[src/rtl/run_monitor.sv]
// run_monitor: watches a run for pass/fail codes or timeout, counting RUN cycles and snapshotting channels.
// Define RUN_MONITOR_PROGRESS_EN to add periodic progress pulses with channel snapshots.
module run_monitor #(
  parameter int          CHANNELS       = 4,
  parameter int          CNT_W          = 32,
  parameter int          TIMEOUT_CYCLES = 800000,
  parameter logic [31:0] DONE_VALUE     = 32'h0000_0001,
  parameter logic [31:0] FAIL_VALUE     = 32'hBAD0_0BAD,
  parameter int          STABLE_CYCLES  = 1,
  parameter int          PROGRESS_LOG2  = 15
) (
  input  logic                  clk_i,
  input  logic                  rst_i,
  input  logic                  enable_i,
  input  logic [31:0]           done_word_i,
  input  logic [CHANNELS*32-1:0] chan_i,
  output logic [2:0]            state_o,
  output logic                  finish_o,
  output logic [CNT_W-1:0]      cycle_count_o,
  output logic [CNT_W-1:0]      final_count_o,
  output logic [CHANNELS*32-1:0] snap_o,
  output logic                  progress_o
);
  typedef enum logic [2:0] {
    ST_IDLE    = 3'd0,
    ST_RUN     = 3'd1,
    ST_PASS    = 3'd2,
    ST_FAIL    = 3'd3,
    ST_TIMEOUT = 3'd4
  } state_e;
  localparam int MW = STABLE_CYCLES > 1 ? $clog2(STABLE_CYCLES) : 1;
  state_e                  state_q;
  logic [CNT_W-1:0]        cnt_q, cnt_d, final_q;
  logic [MW-1:0]           match_q;
  logic [CHANNELS*32-1:0]  snap_q;
  logic                    finish_q, is_done, is_fail, is_pass, is_tmo;
  assign cnt_d   = (&cnt_q) ? cnt_q : cnt_q + 1'b1;
  assign is_done = done_word_i == DONE_VALUE;
  assign is_fail = done_word_i == FAIL_VALUE;
  assign is_pass = is_done && match_q == MW'(STABLE_CYCLES - 1);
  assign is_tmo  = cnt_q == CNT_W'(TIMEOUT_CYCLES);
`ifdef RUN_MONITOR_PROGRESS_EN
  localparam logic [CNT_W-1:0] PMASK = (CNT_W'(1) << PROGRESS_LOG2) - 1'b1;
  logic prog_q;
  assign progress_o = prog_q;
`else
  assign progress_o = PROGRESS_LOG2 < 0;
`endif
  always_ff @(posedge clk_i) begin
    if (rst_i) begin
      state_q  <= ST_IDLE;
      cnt_q    <= '0;
      match_q  <= '0;
      final_q  <= '0;
      snap_q   <= '0;
      finish_q <= 1'b0;
`ifdef RUN_MONITOR_PROGRESS_EN
      prog_q   <= 1'b0;
`endif
    end else begin
      finish_q <= 1'b0;
`ifdef RUN_MONITOR_PROGRESS_EN
      prog_q   <= 1'b0;
`endif
      case (state_q)
        ST_IDLE: if (enable_i) state_q <= ST_RUN;
        ST_RUN: begin
          if (is_fail || is_pass || is_tmo) begin
            state_q  <= is_fail ? ST_FAIL : is_pass ? ST_PASS : ST_TIMEOUT;
            final_q  <= cnt_q;
            snap_q   <= chan_i;
            finish_q <= 1'b1;
          end else begin
            match_q <= is_done ? match_q + 1'b1 : '0;
            if (enable_i) cnt_q <= cnt_d;
`ifdef RUN_MONITOR_PROGRESS_EN
            // a tick only counts when the counter actually moves, so saturation never re-fires it
            if (enable_i && !(&cnt_q) && cnt_d != '0 && (cnt_d & PMASK) == '0) begin
              prog_q <= 1'b1;
              snap_q <= chan_i;
            end
`endif
          end
        end
        default: ;
      endcase
    end
  end
  assign state_o       = state_q;
  assign finish_o      = finish_q;
  assign cycle_count_o = cnt_q;
  assign final_count_o = final_q;
  assign snap_o        = snap_q;
endmodule

[config.mk]
export PLATFORM = sky130hd
export DESIGN_NAME = run_monitor
export DESIGN_NICKNAME = d
export VERILOG_FILES = /design/src/rtl/run_monitor.sv
export SDC_FILE = /design/constraint.sdc
export NUM_CORES = 1
export LEC_CHECK = 0
export ABC_CLOCK_PERIOD_IN_PS = 2800
export BUFFER_PORTS_ARGS = -buffer_cell sky130_fd_sc_hd__buf_2
export CORE_AREA = 2 2 141 143
export CTS_BUF_LIST = sky130_fd_sc_hd__clkbuf_8
export DETAILED_ROUTE_END_ITERATION = 6
export DIE_AREA = 0 0 143 145
export GPL_TIMING_DRIVEN = 1
export PLACE_DENSITY = 0.7
export SYNTH_ARGS = -nofsm -noshare
export SYNTH_HDL_FRONTEND = slang
export SYNTH_SLANG_ARGS = --single-unit
[constraint.sdc]
create_clock -name clk_i -period 2.8 [get_ports clk_i]
set_clock_uncertainty 0.1 [all_clocks]
set_input_delay 0.42 -clock clk_i [delete_from_list [all_inputs] [get_ports clk_i]]
set_output_delay 0.42 -clock clk_i [all_outputs]
set_load 0.02 [all_outputs]
== Word-level counts from Yosys, hierarchy flattened ==
Index checks and enable logic that the tools add are counted.

* Flip-flop bits (word level): 197
* Input port bits: 163
* Output and inout port bits: 197
* Word-level logic and storage cells: 36

* $add $sub $neg: 2
* Eq/ne operators: 6
* Multiplexer cells: 7
* Bitwise logic cells: 4
* Reductions and logical operators: 11

{| class="wikitable"
|+ Operators by type and width
! kind !! number
|-
| 32-bit by 1-bit adder with 32-bit output, second input constant || 1
|-
| 32-bit by 1-bit equality test with 1-bit output, second input constant || 1
|-
| 32-bit by 20-bit equality test with 1-bit output, second input constant || 1
|-
| 32-bit equality test, second input constant || 1
|-
| 32-bit AND reduction || 1
|-
| 3-bit two-way mux || 4
|-
| 3-bit case mux with 2 select lines || 1
|-
| 2-bit != test, second input constant || 2
|-
| 1-bit NOT || 4
|-
| 2-bit AND reduction || 2
|-
| 4-bit AND reduction || 1
|-
| 3-bit by 1-bit equality test with 1-bit output, second input constant || 1
|-
| 3-bit zero test || 1
|-
| 3-bit AND reduction || 1
|-
| 1-bit logical OR || 2
|-
| 1-bit two-way mux || 2
|-
| 2-bit nonzero test || 1
|-
| 2-bit OR reduction || 1
|-
| 1-bit adder, second input constant || 1
|-
| 1-bit logical AND || 1
|}

== Longest topological paths before layout ==
Gate-level depths: netlist (run 1).

* Depth after elaboration: 6
* Gate-level depth with buffers: 11
* Gate-level depth less buffers: 8

== Worst setup path before layout (run 1) ==
Ideal clock, no wire load.

* Path kind: input -> register
* Start point: input port done_word_i[11]
* End point: register cnt_q[9], in the netlist cycle_count_o[9]
* Setup time: 0.121 ns
* Arrival: 2.222 ns
* Required time: 2.579 ns
* Slack: 0.357 ns
* Cell stages on the path: 7
* Buffers on the path: 1
* Path through: nand4_1 or4_4 a2111o_1 and4_4 buf_6 and3_4 mux2_4

* Longest elaborated chain between the ends: 6
* Elaborated cells between the ends (all ways): 7
* Classes of those cells: eq/ne (2); bitwise (1); reduce/logical (4)

{| class="wikitable"
|+ Ends and longest elaborated chain
! element !! RTL line !! source
|-
| start, declared || 15 || <nowiki>input logic [31:0] done_word_i,</nowiki>
|-
| 32-bit by 1-bit equality test with 1-bit output || 38 || <nowiki>assign is_done = done_word_i == DONE_VALUE;</nowiki>
|-
| 1-bit logical AND || 40 || <nowiki>assign is_pass = is_done && match_q == MW'(STABLE_CYCLES - 1);</nowiki>
|-
| 1-bit logical OR (*) (2 in series) || 68 || <nowiki>if (is_fail || is_pass || is_tmo) begin</nowiki>
|-
| 1-bit NOT (no line) (*) || - ||
|-
| 4-bit AND reduction (no line) (*) || - ||
|-
| end signal, assigned || 75 || <nowiki>if (enable_i) cnt_q <= cnt_d;</nowiki>
|-
| end, declared || 33 || <nowiki>logic [CNT_W-1:0] cnt_q, cnt_d, final_q;</nowiki>
|}

Mark *: on every way between the ends. The rest lies on a longest branch, timed or not.
A chain may end at the register's enable or synchronous reset.

== Worst setup path after layout (run 1) ==
* Start point: register cnt_q[0], in the netlist cycle_count_o[0]
* End point: register snap_q[58], in the netlist snap_o[58]

* Longest elaborated chain between the ends: 3

{| class="wikitable"
|+ Ends and longest elaborated chain
! element !! RTL line !! source
|-
| 32-bit by 20-bit equality test with 1-bit output || 41 || <nowiki>assign is_tmo = cnt_q == CNT_W'(TIMEOUT_CYCLES);</nowiki>
|-
| 1-bit logical OR || 68 ||
|-
| 2-bit AND reduction (no line) || - ||
|-
| end signal, assigned || 71 || <nowiki>snap_q <= chan_i;</nowiki>
|-
| end, declared || 35 || <nowiki>logic [CHANNELS*32-1:0] snap_q;</nowiki>
|}

No other way between the ends.

==> results of run 1 <==
==> cells in the mapped netlist, drive strengths merged <==
library cell	instances
a2111o	1
a2111oi	2
a21o	4
a21oi	183
a31o	1
a31oi	2
and3	6
and4	3
buf	24
clkbuf	41
conb	1
dfxtp	197
ha	2
inv	14
mux2	8
mux2i	1
nand2	331
nand2b	1
nand3	18
nand3b	2
nand4	18
nor2	25
nor2b	8
nor3	7
nor3b	1
nor4	19
nor4b	2
o21a	1
o21ai	12
o31ai	6
o41a	1
o41ai	1
or3	8
or4	9
xnor2	1
==> flip-flops by register name (all words and copies together) (netlist names) <==
| name | cells |
|---|---|
| final_count_o | 32 |
| state_o | 3 |
| match_q | 1 |
| finish_o | 1 |
| snap_o | 128 |
| cycle_count_o | 32 |
==> critical path, delay by kind of cell, from the launching register on <==
family | cells | cell delay [ns]
and+or+nand+nor | 4 | 1.00
AOI/OAI and AO/OA | 2 | 0.32
buffers and inverters | 3 | 0.59
DFF | 1 | 0.33
adders and majority gates | 1 | 0.15
==> power groups by stage <==
stage	Sequential, W	Clock [W]	Combinational [W]
floorplan	0.00287	0	0.0000714
global placement	0.00287	0	0.000217
detailed placement	0.00287	0	0.000218
CTS	0.00280	0.00190	0.000219
global route	0.00281	0.00203	0.000240
finish	0.00280	0.00184	0.000218
==> cell families after synthesis <==
group	share of synthesized area [%]
simple gates	26.4
compound gates	14.9
flops	51.9
buf+inv	4.79
mux	1.47
fa+ha+maj	0.329
other cells	0.0494
xor+xnor	0.115
==> path summary, 6_finish.rpt <==
check        cells past startpoint                  endpoint
min reg2reg                      2  snap_o[124]$_SDFFE_PP0P_
max reg2reg                     10   snap_o[58]$_SDFFE_PP0P_
min                              3   snap_o[27]$_SDFFE_PP0P_
max                             10   snap_o[58]$_SDFFE_PP0P_
==> layout by cell type (no fill, tap or decap), drive strengths merged, types with 6 or more instances in the layout <==
cell type  Yosys  routed
buf           24     385
nand2        331     331
dfxtp        197     197
a21oi        183     183
nor2          25      25
inv           14      22
nor4          19      19
nand3         18      18
clkbuf        41      18
nand4         18      18
o21ai         12      12
or4            9       9
or3            8       8
nor2b          8       8
mux2           8       8
nor3           7       7
o31ai          6       6
clkinv         0       6
and3           6       6
==> metrics by stage <==
stage               instances  hold slack, ns
global placement         1546           0.334
finish                   1578          0.0788
floorplan                 961           0.327
detailed placement       1546           0.340
global route             1578          0.0262
CTS                      1578          0.0316
==> metal layers <==
metal | vias up | part of all wire, %
met2 | 290 | 47
met5 | - | 0
li1 | 3916 | -
met4 | 0 | 1.8
met1 | 3545 | 43
met3 | 32 | 7.7
==> area by class of cell <==
class / count / area, um^2 / share of cell area [%]
Clock buffer: 18 / 248 / 2.45
Tap cell: 265 / 332 / 3.28
Clock inverter: 14 / 160 / 1.58
Timing Repair Buffer: 385 / 2060 / 20.4
Multi-Input combinational cell: 685 / 3310 / 32.7
Sequential cell: 197 / 3940 / 39.0
Inverter: 14 / 52.6 / 0.520
==> results by group, run 1 <==
Synthesis
  • Synth top area share: about half
  • Yosys warns: 0
  • Yosys cell types: 46
  • Area leader, netlist: dfxtp_1
  • Mean Syn Cell Area: 7.90 um^2
  • Yosys reg bits: between 150 and 200
  • Post-synthesis cell count: between 900 and 1000
  • Register area share after synthesis: 51.9%
  • Syn_nets: between 1000 and 1500
  • Top cells by area, synth: dfxtp_1 52%, nand2_1 16%, a21oi_1 12%, clkbuf_1 2.0%, nor4_1 1.6%
  • Mapped cell area: ~0.0076 mm^2

STA
  • Final period util: between 90% and 100%
  • PnR worst setup slack: 0.191 ns
  • Setup Viol. Count Final: 0
  • RSZ-0062 raised after global routing: false
  • Actual slew at the worst max-slew pin: 0.888 ns
  • Achievable Freq: 0.383 GHz
  • Fin crit period: 2.61 ns
  • Fin Setup TNS: 0 ns
  • Pins Over Slew Limit: 0
  • Fin. Hold Viols: 0
  • Slew headroom: between 40 and 50%

Placed design
  • Dpl hpwl: between 15000 and 20000 um
  • Number of port buffers: ~360
  • Worst slack at placement: around 0.15 ns
  • Gpl congestion: between 0.8 and 0.9
  • DP Area: a little under 0.01 mm^2

Layout
  • Fraction of layout cells with a size suffix above 1: between 30% and 40%
  • Final instance area: a little over 0.01 mm^2
  • Diodes inserted: 0
  • Finished Core Util: between 50% and 60%
  • Layout Nets: between 1000 and 1500
  • Area grow syn2layout: 33.0%
  • # fillers: 1871

Clocking
  • CTS tree: built
  • Clock sink total: just under 200
  • Max Root-Sink Buffers: 2
  • H-tree levels: 4
  • # hold bufs at CTS: 0
  • CTS buffer count: 17
  • Clock transition at path regs: roughly 0.12 ns
  • Clk_lat worst skew: 0.46 ns
  • Setup bufs post-CTS: 0
  • Resized Gates After CTS: 0
  • CTS Root Cell: clkbuf_8

Die
  • # rows: 51
  • Die width: approximately 140 um
  • # IOs: 360
  • Initial Util: 39.5%
  • Core area: just under 0.02 mm^2
  • Die Height: between 100 and 150 um
  • Die area: just over 0.02 mm^2

Drt
  • Routed Antenna Nets: 0
  • WL/cell: ~15 um
  • Initial detailed-routing violation count: approximately 490
  • Drt first pass iters: 5
  • Via Count: 7783
  • # DRC: 0
  • Routed Wire Length: ~23000 um
  • Via-to-Cell Ratio: between 4 and 5

Setup path
  • Slowest cell on the critical path: nor4_1
  • Critical path startpoint category: flip-flop
  • Crit path launch: cycle_count_o[0]$_SDFFE_PP0P_
  • WP data arrival: 2.90 ns
  • R2r setup slk: roughly 0.19 ns
  • Kind of end point of the critical path: flip-flop
  • Reg-to-Reg Start: cycle_count_o[0]$_SDFFE_PP0P_
  • Critical path class: flip-flop to flip-flop
  • CP max stage delay: ~0.36 ns
  • CP Max Fanout: 74
  • Required @ worst endpoint: 3.09 ns
  • Worst-path cell chain: inv_1 > ha_1 > nor4b_1 > nand4_1 > nor4_1 > buf_4 > o21a_4 > buf_12 > nand2_1 > a21oi_1

Hold path
  • Min-delay worst type: input port to flip-flop
  • Hold Path Origin: chan_i[27]

Power
  • Pwr dens: about 480 mW/mm^2
  • P_int: between 0.003 and 0.004 W
  • Register share of total power: just under 60%
  • Comb pwr share: 4.5%
  • Static leakage: 4.28 nW
  • Peak supply drop: between 200 and 300 uV
  • Clock share of power: roughly 38%
  • Switching pwr: roughly 0.0013 W
  • Final total power: slightly below 0.005 W
  • Sw Share: 25.7%

Global route
  • Global Route Usage Sum: a little over a fifth
  • Largest net degree at the start of global routing: between 100 and 150
  • First-pass GRT wire length: 35700 um
  • Met1 Use GR: 27.4%
  • Vias in the first global route: ~7000
  • GRT busiest layer: met2
  • M2 GR Usage: between 30% and 40%
  • Initial antenna violation count: 0
  • Met3 Use GR: approximately 6.7%
  • Total grt overflow: 0

Outcome
  • Status: finished, final reports clean

Job
  • Max-capacitance violation count: 0
Note: power is estimated with default switching activity, not from simulation.
==> run 2: changes to the inputs <==
Settings changed: CORE_AREA 2 2 141 143 to 2 2 140 142, CTS_BUF_LIST sky130_fd_sc_hd__clkbuf_8 to default, DIE_AREA 0 0 143 145 to 0 0 142 144, PLACE_DENSITY 0.7 to 0.71.
==> results by group, run 2 (synthesized netlist as in run 1, its figures left out) <==
STA
  • Actual slew at the worst max-slew pin: 0.592 ns (was 0.888 ns)
  • Fin crit period: 2.54 ns (was 2.61 ns)
  • Final period util: 90.6% (was 93.2%)
  • Fin. Hold Viols: 0 (unchanged)
  • Setup Viol. Count Final: 0 (unchanged)
  • RSZ-0062 raised after global routing: false (unchanged)
  • Fin Setup TNS: 0 ns (unchanged)
  • Slew headroom: 60.6% (was 40.8%)
  • Pins Over Slew Limit: 0 (unchanged)
  • Achievable Freq: 0.394 GHz (was 0.383 GHz)

Layout
  • Most frequent cells in the layout: 357 x buf_2, 331 x nand2_1, 197 x dfxtp_1, 183 x a21oi_1, 25 x nor2_1 (unchanged)
  • Most common cell after layout, fill and taps aside: buf_2 (unchanged)
  • Area grow syn2layout: 34.9% (was 33.0%)
  • Diodes inserted: 0 (unchanged)
  • Final instance area: 0.0102 mm^2 (was 0.0101 mm^2)
  • Layout Nets: 1464 (was 1465)
  • Max FFs per register: 128 (unchanged)
  • Fraction of layout cells with a size suffix above 1: 32.7% (was 32.8%)
  • Cell Count, Final, Fillers Out: 1550 (was 1578)

Setup path
  • R2r setup slk: 0.26 ns (was 0.19 ns)
  • WP data arrival: 2.80 ns (was 2.90 ns)
  • Kind of end point of the critical path: flip-flop (unchanged)
  • Critical path class: flip-flop to flip-flop (unchanged)
  • Buffers & Inverters on Critical Path: 2 (was 3)
  • Worst-path cell chain: inv_1 > ha_1 > nor4b_1 > nand4_1 > o41a_1 > nand4_2 > buf_4 > or4_1 > a21oi_1 (was inv_1 > ha_1 > nor4b_1 > nand4_1 > nor4_1 > buf_4 > o21a_4 > buf_12 > nand2_1 > a21oi_1)
  • CP top delay family: simple AND/OR/NAND/NOR gates (unchanged)
  • CP max stage delay: 0.46 ns (was 0.36 ns)
  • Required @ worst endpoint: 3.06 ns (was 3.09 ns)
  • Critical path startpoint category: flip-flop (unchanged)
  • CP Max Fanout: 14 (was 74)
  • Slowest cell on the critical path: or4_1 (was nor4_1)

Clocking
  • Clock transition at path regs: 0.08 ns (was 0.12 ns)
  • Max Root-Sink Buffers: 2 (unchanged)
  • Setup bufs post-CTS: 0 (unchanged)
  • Clock sink total: 197 (unchanged)
  • Resized Gates After CTS: 0 (unchanged)
  • CTS Root Cell: clkbuf_16 (was clkbuf_8)
  • CTS buffer count: 17 (unchanged)
  • CTS tree: built (unchanged)
  • Clk_lat worst skew: 0.44 ns (was 0.46 ns)
  • H-tree levels: 4 (unchanged)
  • # hold bufs at CTS: 0 (unchanged)

Outcome
  • Status: finished, final reports clean (unchanged)

Power
  • Final total power: 0.00540 W (was 0.00486 W)
  • Peak supply drop: 431 uV (was 271 uV)
  • Pwr dens: 527 mW/mm^2 (was 481 mW/mm^2)
  • Static leakage: 4.36 nW (was 4.28 nW)

Die
  • Core area: 0.0191 mm^2 (was 0.0192 mm^2)
  • Initial Util: 39.8% (was 39.5%)
  • # IOs: 360 (unchanged)
  • Die width: 142 um (was 143 um)
  • Die Height: 144 um (was 145 um)
  • Die area: 0.0204 mm^2 (was 0.0207 mm^2)
  • # rows: 51 (unchanged)

Global route
  • Vias in the first global route: 6934 (was 6977)
  • Initial antenna violation count: 0 (unchanged)
  • M2 GR Usage: 33.8% (was 34.4%)
  • GRT busiest layer: met2 (unchanged)
  • Met3 Use GR: 7.32% (was 6.70%)
  • Global Route Usage Sum: 21.4% (about the same)
  • Largest net degree at the start of global routing: 107 (was 118)
  • Total grt overflow: 0 (unchanged)
  • Met1 Use GR: 27.5% (was 27.4%)
  • First-pass GRT wire length: 35000 um (was 35700 um)

Hold path
  • Min-delay worst type: input port to flip-flop (unchanged)

Drt
  • Routed Wire Length: 22700 um (was 23000 um)
  • Routed Antenna Nets: 0 (unchanged)
  • Via Count: 7765 (was 7783)
  • # DRC: 0 (unchanged)
  • WL/cell: 14.7 um (was 14.6 um)
  • Initial detailed-routing violation count: 422 (was 494)
  • Via-to-Cell Ratio: 5.01 (was 4.93)
  • Drt first pass iters: 5 (unchanged)

Placed design
  • Number of port buffers: 358 (unchanged)
  • DP Area: 0.00968 mm^2 (was 0.00970 mm^2)
  • Gpl congestion: 0.822 (was 0.852)
  • Placed insts: 1518 (was 1546)
  • Dpl hpwl: 16000 um (was 16300 um)

Job
  • Max-capacitance violation count: 0 (unchanged)
==> run 2: cell types whose count changed in the layout (fill, tap and decap cells not counted), sizes merged <==
cell    before  now
buf        385  384
clkinv       6    5
inv         22   23
==> run 2: final cells by class <==
class | instances | area (um^2)
Fill cell | 1877 | 8830
Clock buffer | 18 | 429
Multi-Input combinational cell | 685 | 3310
Clock inverter | 14 | 135
Sequential cell | 197 | 3940
Inverter | 14 | 52.6
Timing Repair Buffer | 384 | 2080
Tap cell | 238 | 298
==> run 2: routing by layer <==
layer,wire length (um),vias to the layer above,part of all wire [%]
met1,10000,3544,44
met4,461,0,2.0
met5,0,-,0
met3,1860,31,8.2
li1,-,3922,-
met2,10400,268,46
==> run 2: through the flow <==
stage / util, % / setup slack, ns / hold slack (ns)
after detailed placement: 50.7 / 0.159 / 0.340
final: 53.7 / 0.263 / 0.112
after CTS: 53.7 / 0.277 / 0.0972
after floorplan: - / 0.357 / 0.327
after global routing: 53.7 / 0.134 / 0.0963
after global placement: 50.7 / 0.210 / 0.334
==> run 2: power breakdown <==
| part | switching (W) | internal [W] | total (W) | leakage, nW |
|---|---|---|---|---|
| Clock | 0.00119 | 0.00119 | 0.00237 | 0.282 |
| Sequential | 0.00000148 | 0.00280 | 0.00280 | 1.59 |
| Combinational | 0.000113 | 0.000106 | 0.000219 | 2.49 |
| Total | 0.00130 | 0.00409 | 0.00540 | 4.36 |
==> run 2: final timing paths <==
| path | start | depth (start not counted) | endpoint |
|---|---|---|---|
| worst max register to register | cycle_count_o[0]$_SDFFE_PP0P_ | 9 | cycle_count_o[22]$_SDFFE_PP0P_ |
| worst max-delay path | cycle_count_o[0]$_SDFFE_PP0P_ | 9 | cycle_count_o[22]$_SDFFE_PP0P_ |
| worst min-delay path | chan_i[9] | 3 | snap_o[9]$_SDFFE_PP0P_ |
| worst min register to register | snap_o[66]$_SDFFE_PP0P_ | 2 | snap_o[66]$_SDFFE_PP0P_ |
==> run 2: worst reg2reg max path, cell delays in order, from the launching register on <==
cell and delay [ns]:
dfxtp_1 0.33, inv_1 0.06, ha_1 0.20, nor4b_1 0.14, nand4_1 0.13, o41a_1 0.21
nand4_2 0.35, buf_4 0.30, or4_1 0.46, a21oi_1 0.18
==> run 3: changes to the inputs <==
==> constraint.sdc (replaced) <==
create_clock -name clk_i -period 2.8 [get_ports clk_i]
set_clock_uncertainty 0.1 [all_clocks]
set_input_delay 0.56 -clock clk_i [delete_from_list [all_inputs] [get_ports clk_i]]
set_output_delay 0.56 -clock clk_i [all_outputs]
set_load 0.02 [all_outputs]
==> results by group, run 3 (synthesized netlist as in run 1, its figures left out) <==
Drt
  • Drt first pass iters: 5 (unchanged)
  • # DRC: 0 (unchanged)
  • Via-to-Cell Ratio: 5.03 (was 5.01)
  • WL/cell: 14.6 um (was 14.7 um)
  • Initial detailed-routing violation count: 406 (was 422)
  • Via Count: 7788 (was 7765)
  • Routed Wire Length: 22600 um (was 22700 um)
  • Routed Antenna Nets: 0 (unchanged)

STA
  • Fin Setup TNS: 0 ns (unchanged)
  • Final period util: 92.2% (was 90.6%)
  • Pins Over Slew Limit: 0 (unchanged)
  • Setup Viol. Count Final: 0 (unchanged)
  • Fin crit period: 2.58 ns (was 2.54 ns)
  • RSZ-0062 raised after global routing: false (unchanged)
  • Slew headroom: 62.3% (was 60.6%)
  • PnR worst setup slack: 0.218 ns (was 0.263 ns)
  • Achievable Freq: 0.387 GHz (was 0.394 GHz)
  • Actual slew at the worst max-slew pin: 0.551 ns (was 0.592 ns)
  • Fin. Hold Viols: 0 (unchanged)

Clocking
  • H-tree levels: 4 (unchanged)
  • CTS Root Cell: clkbuf_16 (unchanged)
  • # hold bufs at CTS: 0 (unchanged)
  • Setup bufs post-CTS: 0 (unchanged)
  • Max Root-Sink Buffers: 2 (unchanged)
  • CTS buffer count: 17 (unchanged)
  • Clock transition at path regs: 0.07 ns (was 0.08 ns)
  • Resized Gates After CTS: 0 (unchanged)
  • Clock sink total: 197 (unchanged)
  • Clk_lat worst skew: 0.42 ns (was 0.44 ns)
  • CTS tree: built (unchanged)

Setup path
  • Critical path startpoint category: flip-flop (unchanged)
  • CP top delay family: simple AND/OR/NAND/NOR gates (unchanged)
  • Worst-path cell chain: nor3b_1 > o41a_1 > nand4_2 > buf_4 > or4_1 > a21oi_1 (was inv_1 > ha_1 > nor4b_1 > nand4_1 > o41a_1 > nand4_2 > buf_4 > or4_1 > a21oi_1)
  • Kind of end point of the critical path: flip-flop (unchanged)
  • WP data arrival: 2.83 ns (was 2.80 ns)
  • CP max stage delay: 0.46 ns (about the same)
  • CP Max Fanout: 12 (was 14)
  • Buffers & Inverters on Critical Path: 1 (was 2)
  • Slowest cell on the critical path: or4_1 (unchanged)
  • Critical path class: flip-flop to flip-flop (unchanged)
  • Required @ worst endpoint: 3.05 ns (was 3.06 ns)

Die
  • Core area: 0.0191 mm^2 (unchanged)
  • # IOs: 360 (unchanged)
  • Die width: 142 um (unchanged)
  • Die area: 0.0204 mm^2 (unchanged)
  • Die Height: 144 um (unchanged)
  • # rows: 51 (unchanged)
  • Initial Util: 39.8% (unchanged)

Layout
  • Diodes inserted: 0 (unchanged)
  • Cell Count, Final, Fillers Out: 1547 (was 1550)
  • Most frequent cells in the layout: 357 x buf_2, 331 x nand2_1, 197 x dfxtp_1, 183 x a21oi_1, 25 x nor2_1 (unchanged)
  • Most common cell after layout, fill and taps aside: buf_2 (unchanged)
  • Layout Nets: 1462 (was 1464)
  • Area grow syn2layout: 35.8% (was 34.9%)
  • Max FFs per register: 128 (unchanged)
  • Fraction of layout cells with a size suffix above 1: 32.5% (was 32.7%)

Power
  • Static leakage: 4.38 nW (was 4.36 nW)
  • Final total power: 0.00569 W (was 0.00540 W)
  • Peak supply drop: 463 uV (was 431 uV)
  • Pwr dens: 552 mW/mm^2 (was 527 mW/mm^2)

Global route
  • First-pass GRT wire length: 34700 um (was 35000 um)
  • Initial antenna violation count: 0 (unchanged)
  • Global Route Usage Sum: 21.0% (was 21.4%)
  • Vias in the first global route: 6842 (was 6934)
  • Total grt overflow: 0 (unchanged)
  • Largest net degree at the start of global routing: 108 (was 107)

Placed design
  • Number of port buffers: 358 (unchanged)
  • Gpl congestion: 0.861 (was 0.822)
  • Worst slack at placement: 0.0454 ns (was 0.159 ns)
  • Placed insts: 1516 (was 1518)
  • Dpl hpwl: 15900 um (was 16000 um)

Outcome
  • Status: finished, final reports clean (unchanged)

Hold path
  • Min-delay worst type: input port to flip-flop (unchanged)

Job
  • Max-capacitance violation count: 0 (unchanged)
==> run 3: final timing paths <==
kind,from,end,slack [ns],cells past startpoint
max,state_o[0]$_SDFFE_PP0P_,cycle_count_o[22]$_SDFFE_PP0P_,0.22,6
min,chan_i[105],snap_o[105]$_SDFFE_PP0P_,0.27,3
max reg2reg,state_o[0]$_SDFFE_PP0P_,cycle_count_o[22]$_SDFFE_PP0P_,0.22,6
min reg2reg,snap_o[18]$_SDFFE_PP0P_,snap_o[18]$_SDFFE_PP0P_,0.35,2
==> run 3: cell type report <==
cell class                 instances  area [um^2]
tap                              238          298
timing repair buffer             382         2080
clock inverter                    12          190
multi-input combinational        685         3310
inverter                          14         52.6
clock buffer                      19          443
sequential                       197         3940
fill                            1839         8770
==> run 3: stage by stage <==
stage          utilization [%]  cell area, um^2  hold slack (ns)
5_1_grt                   54.0            10300            0.242
4_1_cts                   54.0            10300            0.245
3_5_place_dp              50.7             9680            0.340
3_3_place_gp              50.7             9680            0.334
6_report                  54.0            10300            0.270
2_1_floorplan                -             7590            0.327
==> run 3: per-layer routing <==
metal	up-vias	GRT usage [%]	share of wire (%)
met5	-	0	0
met4	0	8.42	2.8
met3	49	6.69	8.0
met2	335	31.7	46
met1	3503	28.1	44
li1	3901	-	-
==> run 3: worst register-to-register path: stages (launching register included) <==
cell and delay [ns]:
dfxtp_1 0.38, nor3b_1 0.40, o41a_1 0.31, nand4_2 0.37, buf_4 0.31, or4_1 0.46, a21oi_1 0.17
==> run 3: report_power, final <==
group	internal (W)	total (W)	switching (W)	leakage [nW]
logic	0.000109	0.000225	0.000116	2.49
clock network	0.00154	0.00266	0.00112	0.303
registers	0.00280	0.00280	0.00000179	1.59
total	0.00445	0.00569	0.00124	4.38
